`config.mk`:
```
export PLATFORM = sky130hd
export DESIGN_NAME = dma_read_req_arbiter
export DESIGN_NICKNAME = d
export VERILOG_FILES = /design/src/rtl/dma_read_req_arbiter.sv
export SDC_FILE = /design/constraint.sdc
export NUM_CORES = 1
export LEC_CHECK = 0
export CORE_UTILIZATION = 40
export CTS_CLUSTER_SIZE = 25
export DETAILED_ROUTE_END_ITERATION = 12
export HOLD_SLACK_MARGIN = 0.05
export PLACE_DENSITY = 0.85
export SYNTH_ARGS = -nofsm -noshare
export SYNTH_HDL_FRONTEND = slang
export SYNTH_SLANG_ARGS = --single-unit
```
`constraint.sdc`:
```
create_clock -name i_clk -period 6.2 [get_ports i_clk]
set_input_delay 1.24 -clock i_clk [delete_from_list [all_inputs] [get_ports i_clk]]
set_output_delay 1.24 -clock i_clk [all_outputs]
set_load 0.02 [all_outputs]
```
`src/rtl/dma_read_req_arbiter.sv`:
```
// Round-robin arbiter sharing one PCIe DMA read request port among channels,
// throttled by a limit on outstanding non-posted reads.
module dma_read_req_arbiter #(
    parameter int p_requesters      = 2,
    parameter int p_max_outstanding = 8
) (
    input  logic                       i_clk,
    input  logic                       i_rst,
    input  logic [32*p_requesters-1:0] req_addr,
    input  logic [10*p_requesters-1:0] req_len,
    input  logic [p_requesters-1:0]    req_valid,
    output logic [p_requesters-1:0]    req_done,
    output logic [7:0]                 req_tag,
    output logic [31:0]                dma_read_addr,
    output logic [9:0]                 dma_read_len,
    output logic                       dma_read_valid,
    input  logic                       dma_read_done,
    input  logic [7:0]                 current_tag,
    input  logic                       cpl_done,
    output logic [5:0]                 outstanding,
    output logic                       err_underflow
);

    localparam int IW = (p_requesters > 1) ? $clog2(p_requesters) : 1;

    typedef enum logic {
        IDLE,
        ISSUE
    } state_t;

    state_t          state;
    logic [IW-1:0]   grant;
    logic [IW-1:0]   last_grant;
    logic [IW-1:0]   winner;
    logic [IW-1:0]   cand;
    logic            found;
    logic            can_issue;
    logic            accept;

    assign can_issue = outstanding < 6'(p_max_outstanding);
    assign accept    = (state == ISSUE) && dma_read_done;

    // Search starts one past the previous winner and wraps.
    always_comb begin
        found  = 1'b0;
        winner = last_grant;
        cand   = last_grant;
        for (int k = 0; k < p_requesters; k++) begin
            cand = (cand == IW'(p_requesters - 1)) ? '0 : cand + 1'b1;
            if (!found && req_valid[cand]) begin
                found  = 1'b1;
                winner = cand;
            end
        end
    end

    always_comb begin
        req_done = '0;
        req_tag  = '0;
        if (accept) begin
            req_done[grant] = 1'b1;
            req_tag         = current_tag;
        end
    end

    always_ff @(posedge i_clk) begin
        if (i_rst) begin
            state          <= IDLE;
            grant          <= '0;
            last_grant     <= IW'(p_requesters - 1);
            dma_read_addr  <= '0;
            dma_read_len   <= '0;
            dma_read_valid <= 1'b0;
        end else begin
            unique case (state)
                IDLE: begin
                    if (found && can_issue) begin
                        dma_read_addr  <= req_addr[32*winner +: 32];
                        dma_read_len   <= req_len[10*winner +: 10];
                        grant          <= winner;
                        dma_read_valid <= 1'b1;
                        state          <= ISSUE;
                    end
                end
                ISSUE: begin
                    if (dma_read_done) begin
                        dma_read_valid <= 1'b0;
                        last_grant     <= grant;
                        state          <= IDLE;
                    end
                end
                default: state <= IDLE;
            endcase
        end
    end

    // An issue and a completion in the same cycle cancel out.
    always_ff @(posedge i_clk) begin
        if (i_rst) begin
            outstanding   <= '0;
            err_underflow <= 1'b0;
        end else if (accept && !cpl_done) begin
            outstanding <= outstanding + 6'd1;
        end else if (!accept && cpl_done) begin
            if (outstanding == '0) begin
                err_underflow <= 1'b1;
            end else begin
                outstanding <= outstanding - 6'd1;
            end
        end
    end

endmodule

```
==> metrics, run 1 <==
slew margin rel. 0.298; crit-path leading delay family buffers and inverters; worst r2r src state; largest stage delay on the critical path 0.67 ns; most common cell in the netlist dfxtp_1; Clock transition at path regs 0.08 ns; Final Max Tran Viols 0; Finished Layout Cells 486; clk sinks 53; peak supply drop 0.307 mV; multiplexer share of the synthesized area 0.184; Register Area 1060 sq um; CP Max Fanout 11; Area Growth Syn to Fin 65.6%; vias in the first global route 2254; Die Y 81.5 microns; post-synthesis compound-gate area fraction 0.174; Hold Crit Class register to register; GRT overflow 0; die width 81.5 microns; GP Congestion 0.763; Initial Util 0.421; Mean Syn Cell Area 9.46 sq um; area of the multi-input gates 1350 sq um; Worst path slowest cell clkdlybuf4s50_1; Antenna diodes 0; Synth Flop Type dfxtp_1; cell count of the worst reg-to-reg path 9; Vias 2432; Crit path depth 5; skew final 0.00672 ns; Setup Buffers After CTS 0; H-tree levels 2; final setup TNS 0 ns; floorplan core area 5990 sq um; top cells by area, synth dfxtp_1 42%, mux2i_1 17%, a211oi_1 13%; top post-synthesis cells by count 53 x dfxtp_1, 52 x nor2_1, 45 x a211oi_1; Adder-Cell Fraction of Synth Area 0.0377; cts repair resizes 0; TritonCTS clock tree yes; HP Start err_underflow; routed length per instance 14.0 microns; largest net degree at the start of global routing 89; DRT iter0 DRCs 82; period utilization 0.669; Hold Crit Endpoint err_underflow; syn nets 372; Synth Area in XOR/XNOR 0.0104; Port-buffer cells 157; Cell variety after synth 28; Mapped Cells 267; Finish-stage setup viols 0; largest family of logic cells by synthesized area multiplexers; Buf/Inv on CP 3; Total Power 1.89 mW; cell area after layout 4180 sq um; area leader, netlist dfxtp_1; HPWL Detailed 5110 microns; Clock Latency Late Sink 0.30 ns; DR vias/cell 5.00; async set or reset register ratio after synthesis 0; top cell type's share of synthesized area 0.420; Post-CTS Hold Buffers 0; status complete, no violations; Total GRT Usage 0.208; critical path launch point type input port; arrival time at the worst endpoint 2.91 ns; routed wire length 6800 microns; RSZ-0062 raised after global routing false; Inst Count DP 480; router iterations before antenna repair 4; share of post-route cells with drive strength above 1 0.0341; FILL cells 500; Longest Clk Path Bufs 2; EDFF count, synth 0; power per cell area 452 nW/um^2; Max Clock Freq 0.241 GHz; Final #Nets 517; TritonCTS buffer count 5; Post-DP Area 4110 sq um; most used cell, CP clkdlybuf4s50_1; worst path required time 4.96 ns; critical path class input port to primary output; Worst setup EP type primary output; die area 6630 sq um; max cap viols 0; Root Buffer clkbuf_8; Seq/Total Area, Yosys 0.420; site row count 28; Fin. Hold Viols 0; worst hold stages 2; Residual DRC 0; CP cell instances clkdlybuf4s50_1 > and2_1 > inv_1 > nor2_1 > clkdlybuf4s50_1; Boundary Pins 158; initial antenna violation count 0; Reg2Reg Setup Slack 3.45 ns; first-pass GRT wire length 10600 microns; cell leakage power 1.69 nW; Synth Cell Area 2520 sq um; Synth Register Bits 53; slew of the pin with the lowest slew margin 1.03 ns; ANT nets after route 0; simple-gate share of the synthesized area 0.127; yosys warns 0; Final min period 4.15 ns; RR Endpoint outstanding[5]
power breakdown:
part,switching [mW],leakage (nW),internal [mW]
sequential,0.104,0.439,0.510
combinational,0.566,1.21,0.534
clock,0.103,0.0399,0.0746
final cells by class:
class                      instances  share of cell area
tap                               75              0.0224
multi-input combinational        188               0.323
inverter                           5             0.00449
clock inverter                     1             0.00120
sequential                        53               0.254
clock buffer                       5              0.0165
timing repair buffer             159               0.378
state kept, by name, indices dropped and copies added, names as in the netlist:
| signal | flops |
|---|---|
| last_grant | 1 |
| outstanding | 6 |
| err_underflow | 1 |
| state | 1 |
| dma_read_len | 10 |
| dma_read_addr | 32 |
| grant | 1 |
| dma_read_valid | 1 |
stage by stage:
step | hold WS [ns] | worst slack [ns] | util
2_1_floorplan | 0.487 | 3.00 | -
3_3_place_gp | 0.452 | 2.11 | 0.686
3_5_place_dp | 0.462 | 2.07 | 0.686
4_1_cts | 0.482 | 2.06 | 0.698
5_1_grt | 0.510 | 1.96 | 0.698
6_report | 0.489 | 2.05 | 0.698
how the worst max path moves through the flow:
| stage | from | endpoint |
|---|---|---|
| finish | dma_read_done | req_done[0] |
| global route | dma_read_done | req_done[0] |
| CTS | dma_read_done | req_done[0] |
| detailed placement | dma_read_done | req_done[0] |
| global placement | dma_read_done | req_done[0] |
| floorplan | dma_read_done | outstanding[5] |
cell families (layout without fill, tap and decap cells):
logic type	count (synthesis)	count (layout)
AOI/OAI and AO/OA	60	60
xor gates and xnor gates	3	3
adders and majority gates	7	7
buffers and inverters	26	170
DFF	53	53
muxes	45	45
and+or+nand+nor	73	73
tightest hold or removal path, stage by stage (launching register included):
cell	delay [ns]
dfxtp_1	0.34
a31oi_1	0.04
nor2_1	0.07
per-layer routing:
layer  up-vias  global-route usage  wire length [microns]
met5         -                   0                      0
met4         0              0.0714                     74
met3         7              0.0644                    463
met1      1096               0.250                   2880
li1       1254                   -                      -
met2        75               0.351                   3380
cells in the final DEF, fill, tap and decap left out, types with 3 or more instances in the layout:
cell type        count
a21oi_1              6
xnor2_1              3
and3_1               9
mux2i_1             43
nor2_1              52
clkdlybuf4s50_1    156
inv_1                5
clkbuf_8             5
nand2_1              5
a211oi_1            45
ha_1                 6
dfxtp_1             53
(Power assumes the default switching activity.)
==> run 2: changes to the inputs <==
Settings changed: CORE_UTILIZATION 40 to 33, PLACE_DENSITY 0.85 to 0.75.
Clock period 6.2 ns to 3.5 ns, I/O delays scaled along.
==> metrics, run 2 (synthesis results as in run 1) <==
Vias 2450 (+0.74%); power per cell area 817 nW/um^2 (+81%); Longest Clk Path Bufs 2 (unchanged); Biggest register dma_read_addr; Die Y 89.5 microns (+9.8%); period utilization 0.845; critical path class input port to register; critical path launch point type input port; Antenna diodes 0 (unchanged); peak supply drop 0.339 mV (+10%); Total GRT Usage 0.163 (-0.0455); slew margin rel. 0.353 (+0.0541); site row count 31 (+11%); vias in the first global route 2281 (+1.2%); Setup Buffers After CTS 0 (unchanged); Port-buffer cells 157 (unchanged); Fin. Hold Viols 0 (unchanged); Final min period 2.96 ns; FILL cells 636 (+27%); die area 8000 sq um (+21%); DRT iter0 DRCs 62 (-24%); Final #Nets 519 (+0.39%); Final Max Tran Viols 0 (unchanged); biggest regs dma_read_addr: 32 flops, dma_read_len: 10 flops, outstanding: 6 flops; TritonCTS clock tree yes; die width 89.5 microns (+9.8%); CP Max Fanout 8 (-3); Boundary Pins 158 (unchanged); Worst setup EP type register; worst path required time 3.69 ns (-1.27 ns); clk sinks 53 (unchanged); Clock transition at path regs 0.09 ns (about the same); RSZ-0062 raised after global routing false; Post-CTS Hold Buffers 0 (unchanged); router iterations before antenna repair 4 (unchanged); Hold Crit Class register to register; ANT nets after route 0 (unchanged); TritonCTS buffer count 5 (unchanged); Max Clock Freq 0.338 GHz; Residual DRC 0 (unchanged); Area Growth Syn to Fin 70.3%; HPWL Detailed 4960 microns (-2.9%); GP Congestion 0.762 (-0.12%); Finish-stage setup viols 0 (unchanged); final setup TNS 0 ns (unchanged); first-pass GRT wire length 10200 microns (-4.1%); cts repair resizes 0 (unchanged); arrival time at the worst endpoint 3.15 ns (+0.24 ns); Initial Util 0.344 (-0.0770); Hold WS 0.485 ns (-0.00389 ns); slew of the pin with the lowest slew margin 0.971 ns (-0.0591 ns); GRT overflow 0 (unchanged); status complete, no violations; max cap viols 0 (unchanged); Root Buffer clkbuf_8; H-tree levels 2 (unchanged); most common cell after layout, fill and taps aside clkdlybuf4s50_1; max FFs per register 32 (unchanged); routed wire length 6480 microns (-4.8%); skew final 0.00436 ns (-0.00236 ns); most frequent cells in the layout 156 x clkdlybuf4s50_1, 53 x dfxtp_1, 52 x nor2_1; cell leakage power 1.73 nW (+2.5%); initial antenna violation count 0 (unchanged); Clock Latency Late Sink 0.30 ns (about the same); largest net degree at the start of global routing 89 (unchanged); share of post-route cells with drive strength above 1 0.0434 (+0.00931); DR vias/cell 4.77 (-4.7%); routed length per instance 12.6 microns (-10%); floorplan core area 7330 sq um (+22%)
## run 2: changes by cell type in the layout (fill, tap and decap cells not counted), sizes merged
| cell | change |
|---|---|
| buf | +2 |
| bufinv | +2 |
## run 2: power breakdown
group	internal, mW	leakage [nW]	switching (mW)
sequential	0.903	0.439	0.180
clock	0.284	0.0681	0.190
combinational	0.959	1.22	0.998
total	2.15	1.73	1.37
## run 2: worst paths after layout
path / cells after the start / from / endpoint / slack (ns)
setup / recovery: 10 / dma_read_done / outstanding[5] / 0.54
setup reg to reg: 9 / state / outstanding[5] / 0.84
hold reg to reg: 2 / err_underflow / err_underflow / 0.48
hold / removal: 2 / err_underflow / err_underflow / 0.48
## run 2: final cells by class
class	instances	area, sq um	share of cell area
multi-input combinational	188	1350	0.315
sequential	53	1060	0.247
clock buffer	5	68.8	0.0160
clock inverter	3	65.1	0.0151
inverter	5	18.8	0.00437
timing repair buffer	161	1610	0.374
tap	99	124	0.0288
## run 2: critical path, stage by stage
cell and delay (ns):
clkdlybuf4s50_1 0.42, and2_1 0.17, ha_1 0.18, inv_1 0.22, ha_1 0.30, a211oi_1 0.31, o21bai_1 0.11, a21oi_1 0.18
mux2i_1 0.21, mux2_2 0.34
## run 2: per-stage QoR
step	worst slack [ns]	util	area [sq um]	instances	power, mW
after detailed placement	0.232	0.568	4170	506	3.07
after global routing	0.408	0.586	4300	514	3.78
after CTS	0.547	0.586	4300	514	3.56
final	0.541	0.586	4300	514	3.51
after global placement	0.310	0.568	4170	506	3.03
after floorplan	0.840	-	2520	267	2.22
## run 2: per-layer routing
layer | GRT usage | up-vias | wire length (microns)
met5 | 0 | - | 0
met1 | 0.182 | 1087 | 2640
met2 | 0.295 | 94 | 3240
met4 | 0.0491 | 0 | 103
li1 | - | 1258 | -
met3 | 0.0517 | 11 | 493
